--- src/rtl/pulse_seq_bank.sv ---
// pulse_seq_bank: N_CHAN independent laser pulse sequencers (initial/high/low/burst per channel).
// Define PSEQ_READBACK_EN to add the registered config readback port reg_rdata.
module pulse_seq_bank #(
    parameter int unsigned N_CHAN = 4,
    parameter int unsigned CNT_W  = 32,
    parameter int unsigned ADDR_W = 6
) (
    input  logic              clk,
    input  logic              reset,
    input  logic              reg_wr,
    input  logic [ADDR_W-1:0] reg_addr,
    input  logic [CNT_W-1:0]  reg_data,
    input  logic [N_CHAN-1:0] start,
    input  logic [N_CHAN-1:0] stop,
    output logic [N_CHAN-1:0] laser_en,
    output logic [N_CHAN-1:0] running,
    output logic [N_CHAN-1:0] done
`ifdef PSEQ_READBACK_EN
    ,
    output logic [CNT_W-1:0]  reg_rdata
`endif
);

    localparam int unsigned CH_W = ADDR_W - 2;

    typedef enum logic [1:0] {S_IDLE, S_INIT, S_HIGH, S_LOW} state_t;

    logic [CH_W-1:0]  addr_ch;
    logic [1:0]       addr_fld;
    logic [CNT_W-1:0] cfg_init  [N_CHAN];
    logic [CNT_W-1:0] cfg_low   [N_CHAN];
    logic [CNT_W-1:0] cfg_high  [N_CHAN];
    logic [CNT_W-1:0] cfg_burst [N_CHAN];

    assign addr_ch  = reg_addr[ADDR_W-1:2];
    assign addr_fld = reg_addr[1:0];

    // A programmed length of 0 behaves as 1 cycle.
    function automatic logic [CNT_W-1:0] phase_load(input logic [CNT_W-1:0] v);
        return (v == '0) ? '0 : v - CNT_W'(1);
    endfunction

    for (genvar i = 0; i < int'(N_CHAN); i++) begin : g_chan
        logic             wr_hit;
        state_t           state;
        logic [CNT_W-1:0] phase;
        logic [CNT_W-1:0] pulses;
        logic [CNT_W-1:0] shadow;
        logic             laser_q;
        logic             run_q;
        logic             done_q;

        assign wr_hit      = reg_wr && (addr_ch == CH_W'(i));
        assign laser_en[i] = laser_q;
        assign running[i]  = run_q;
        assign done[i]     = done_q;

        always_ff @(posedge clk or posedge reset) begin
            if (reset) begin
                cfg_init[i]  <= '0;
                cfg_low[i]   <= '0;
                cfg_high[i]  <= '0;
                cfg_burst[i] <= '0;
            end else if (wr_hit) begin
                case (addr_fld)
                    2'd0: cfg_init[i]  <= reg_data;
                    2'd1: cfg_low[i]   <= reg_data;
                    2'd2: cfg_high[i]  <= reg_data;
                    2'd3: cfg_burst[i] <= reg_data;
                endcase
            end
        end

        // Outputs are assigned alongside the state they describe, so they track next-state.
        always_ff @(posedge clk or posedge reset) begin
            if (reset) begin
                state   <= S_IDLE;
                phase   <= '0;
                pulses  <= '0;
                shadow  <= '0;
                laser_q <= 1'b0;
                run_q   <= 1'b0;
                done_q  <= 1'b0;
            end else begin
                done_q <= 1'b0;
                if (stop[i]) begin
                    state   <= S_IDLE;
                    laser_q <= 1'b0;
                    run_q   <= 1'b0;
                end else if (start[i]) begin
                    state   <= S_INIT;
                    phase   <= phase_load(cfg_init[i]);
                    pulses  <= '0;
                    shadow  <= cfg_burst[i];
                    laser_q <= 1'b0;
                    run_q   <= 1'b1;
                end else begin
                    case (state)
                        S_IDLE: begin
                            laser_q <= 1'b0;
                            run_q   <= 1'b0;
                        end
                        S_INIT: begin
                            if (phase == '0) begin
                                state   <= S_HIGH;
                                phase   <= phase_load(cfg_high[i]);
                                laser_q <= 1'b1;
                            end else begin
                                phase <= phase - CNT_W'(1);
                            end
                        end
                        S_HIGH: begin
                            if (phase == '0) begin
                                state   <= S_LOW;
                                phase   <= phase_load(cfg_low[i]);
                                pulses  <= pulses + CNT_W'(1);
                                laser_q <= 1'b0;
                            end else begin
                                phase <= phase - CNT_W'(1);
                            end
                        end
                        S_LOW: begin
                            if (phase == '0) begin
                                if (shadow != '0 && pulses == shadow) begin
                                    state  <= S_IDLE;
                                    run_q  <= 1'b0;
                                    done_q <= 1'b1;
                                end else begin
                                    state   <= S_HIGH;
                                    phase   <= phase_load(cfg_high[i]);
                                    laser_q <= 1'b1;
                                end
                            end else begin
                                phase <= phase - CNT_W'(1);
                            end
                        end
                    endcase
                end
            end
        end
    end

`ifdef PSEQ_READBACK_EN
    logic [CNT_W-1:0] rd_mux;

    always_comb begin
        rd_mux = '0;
        for (int unsigned c = 0; c < N_CHAN; c++) begin
            if (addr_ch == CH_W'(c)) begin
                case (addr_fld)
                    2'd0: rd_mux = cfg_init[c];
                    2'd1: rd_mux = cfg_low[c];
                    2'd2: rd_mux = cfg_high[c];
                    2'd3: rd_mux = cfg_burst[c];
                endcase
            end
        end
    end

    always_ff @(posedge clk or posedge reset) begin
        if (reset) begin
            reg_rdata <= '0;
        end else begin
            reg_rdata <= rd_mux;
        end
    end
`endif

endmodule

--- config.mk ---
export PLATFORM = sky130hd
export DESIGN_NAME = pulse_seq_bank
export DESIGN_NICKNAME = d
export VERILOG_FILES = /design/src/rtl/pulse_seq_bank.sv
export SDC_FILE = /design/constraint.sdc
export NUM_CORES = 2
export LEC_CHECK = 0
export CAP_MARGIN = 10
export CORE_MARGIN = 4
export CORE_UTILIZATION = 40
export DETAILED_ROUTE_END_ITERATION = 8
export PLACE_DENSITY = 0.63
export SYNTH_ARGS = -nofsm -noshare
export SYNTH_HDL_FRONTEND = slang
export SYNTH_SLANG_ARGS = --single-unit
--- constraint.sdc ---
create_clock -name clk -period 41.3 [get_ports clk]
set_input_delay 8.26 -clock clk [delete_from_list [all_inputs] [get_ports clk]]
set_output_delay 8.26 -clock clk [all_outputs]
set_load 0.03 [all_outputs]
==> results.md <==
* CP Capture Type: asynchronous set/reset pin
* Die width at 361 um
* Die H at 361 um
* Worst Setup Start Kind: primary input
* Clk_skew at ~0.03 ns
* Gr ovfl total at 0
* Critical path type: primary input to asynchronous set/reset pin
* Most frequent cells after synthesis: dfrtp_1 (916), mux2_2 (648), nor2_1 (392)
* Cts hold-fix bufs at 0
* Most frequent cell after synthesis: dfrtp_1
* Via Count at 37800
* CTS tree: built
* Initial DRC count at 3410
* Final GP Congestion at 0.895
* Number of port buffers at 60
* Cells after Synth at 4793
* Fin crit share at 0.273
* Clk buf depth at 3
* Finish-stage setup viols at 0
* Rows at 129
* Pwr per Cell Area at 49.0 nW/um2
* Data required, critical path at ~42 ns
* Final Power at 0.00275 W
* Die area at 130000 um2
* Clk root buf: clkbuf_16
* Area grow syn2layout at 12.3%
* Routed wire per std cell at 22.0 um
* Tmin final at 11.28 ns
* Vias in the first global route at between 30000 and 40000
* Max cap viols at 0
* Post-DRT Antenna Nets at 0
* Area leader, netlist: dfrtp_1
* Synth Area per Inst at between 10 and 15 um2
* Syn Nets at roughly 4900
* Post_cts resized at 0
* Starting density of the core at 0.403
* Fin Setup TNS at 0 ns
* First-pass GRT wire length at roughly 220 mm
* Num CTS Buffers at 99
* #FFs+latches synth at ~900
* Fmax at 88.6 MHz
* Min-delay worst type: flip-flop to flip-flop
* Synth warnings at 0
* Largest net degree at the start of global routing at 145
* Final Slew Violations at 0
* Sequential share of the synthesized area at 0.460
* Most used DFF post-synth: dfrtp_1
* Synth top area share at 0.460
* Netlist Area Pre-Place at 49900 um2
* Antenna violations before repair at 12
* H-tree levels at 3
* Sink Count at 916
* Area occupied by multi-input gates at 25900 um2
* Post-route DRC violation count at 0
* Worst-margin pin slew at approximately 1.2 ns
* Hpwl dp at 92.9 mm
* Status: finished, final reports clean
* Layout Nets at 4889
* Clk_lat worst skew at 0.69 ns
* Register area at about 23000 um2
* Slew HR at 0.220
* Drt pass-1 iters at 5
* Reg clk slew, reported paths at 0.07 ns
* Critical path peak fanout at 118
* Layout cells sized above 1 at 0.202
* Post-synth EDFFs at 0
* Layout fillers at 11400
* Yosys cell types at 81
* Maximum vdd drop at 0.0361 mV
* CP Data Arrival Time at 11.97 ns
* Synth async-reset ratio at 1.00
* Unrepaired setup endpoints after global routing: false
* Drt total wl at between 100 and 150 mm
* Top post-synthesis cells by area: dfrtp_1 (46%), mux2_2 (15%), xor2_1 (5.6%), xnor2_1 (5.5%), nor2_1 (3.0%)
* Endpoints failing hold at 0
* Core area at 124000 um2
* Pleak at 24.1 nW
* Total track usage at 0.217
* IO Pins at 61
* Post-CTS setup buffer count at 0
* DR vias/cell at 5.80
final timing paths:
path / end / depth (start not counted) / slack (ns) / startpoint
min in group asynchronous: g_chan[1].pulses[25] / 2 / 8.13 / reset
hold / removal: g_chan[1].shadow[29] / 1 / 0.49 / cfg_burst[93]
setup / recovery: g_chan[3].phase[8] / 5 / 30.02 / reset
setup reg to reg: g_chan[0].phase[7] / 7 / 37.19 / cfg_high[111]
max in group clk: g_chan[1].pulses[16] / 8 / 30.44 / start[1]
hold reg to reg: g_chan[1].shadow[29] / 1 / 0.49 / cfg_burst[93]
cell usage in the layout (no fill, tap or decap), types with 72 or more instances in the layout:
cell type	count
xor2_1	316
clkbuf_16	101
o22ai_1	86
nand2_1	271
nand3_1	88
or3_1	75
xnor2_1	311
dfrtp_1	916
buf_4	90
mux2_2	648
a21oi_1	189
inv_1	72
nor3_1	175
o21ai_0	185
or4_1	73
nor4_1	183
nor2_1	382
nand4_1	73
layout make-up:
cell class | instances | share of cell area
Multi-Input combinational cell | 3557 | 0.462
Clock inverter | 54 | 0.0135
Inverter | 75 | 0.00516
Antenna cell | 7 | 0.000313
Tap cell | 1637 | 0.0366
Clock buffer | 129 | 0.0499
Sequential cell | 916 | 0.409
Timing Repair Buffer | 151 | 0.0231
stage by stage:
step | std cells | setup WS, ns | cell area (um2) | hold WS [ns] | utilization
after floorplan | 4793 | 7.29 | 49900 | 0.463 | -
final | 6526 | 30.02 | 56000 | 0.491 | 0.452
after CTS | 6519 | 29.85 | 56000 | 0.490 | 0.452
after global routing | 6519 | 29.44 | 56000 | 0.515 | 0.452
after detailed placement | 6336 | 29.13 | 52400 | 0.483 | 0.424
after global placement | 6336 | 29.17 | 52400 | 0.480 | 0.424
cells by family after synthesis:
family,share of synthesized area
fa+ha+maj,0.0100
simple gates,0.158
mux,0.148
xor+xnor,0.110
compound gates,0.0885
flops,0.460
buf+inv,0.0255
registers in the layout, indices dropped and copies added (netlist names):
name,flops
cfg_burst,128
g_chan.laser_q,4
cfg_low,128
g_chan.shadow,128
g_chan.phase,128
g_chan.run_q,4
g_chan.done_q,4
cfg_init,128
g_chan.pulses,128
cfg_high,128
g_chan.state,8
power by group:
group | internal (W) | leakage (nW) | switching, W | total, W
clock network | 0.000573 | 1.72 | 0.000388 | 0.000961
registers | 0.00103 | 12.1 | 0.000153 | 0.00118
logic | 0.000278 | 10.3 | 0.000327 | 0.000605
total | 0.00188 | 24.1 | 0.000869 | 0.00275
worst max-delay path, stage by stage:
cell and delay [ns]:
clkdlybuf4s50_1 0.50, inv_8 0.56, buf_4 0.74, buf_4 0.82, buf_4 0.85
metal layers:
metal | vias up | track usage | wire (um)
met4 | 4 | 0.0798 | 5690
li1 | 17400 | - | -
met3 | 296 | 0.0400 | 9770
met1 | 18900 | 0.305 | 64100
met2 | 1225 | 0.335 | 64300
met5 | - | 0 | 28
Power figures use the tool's default switching activity.
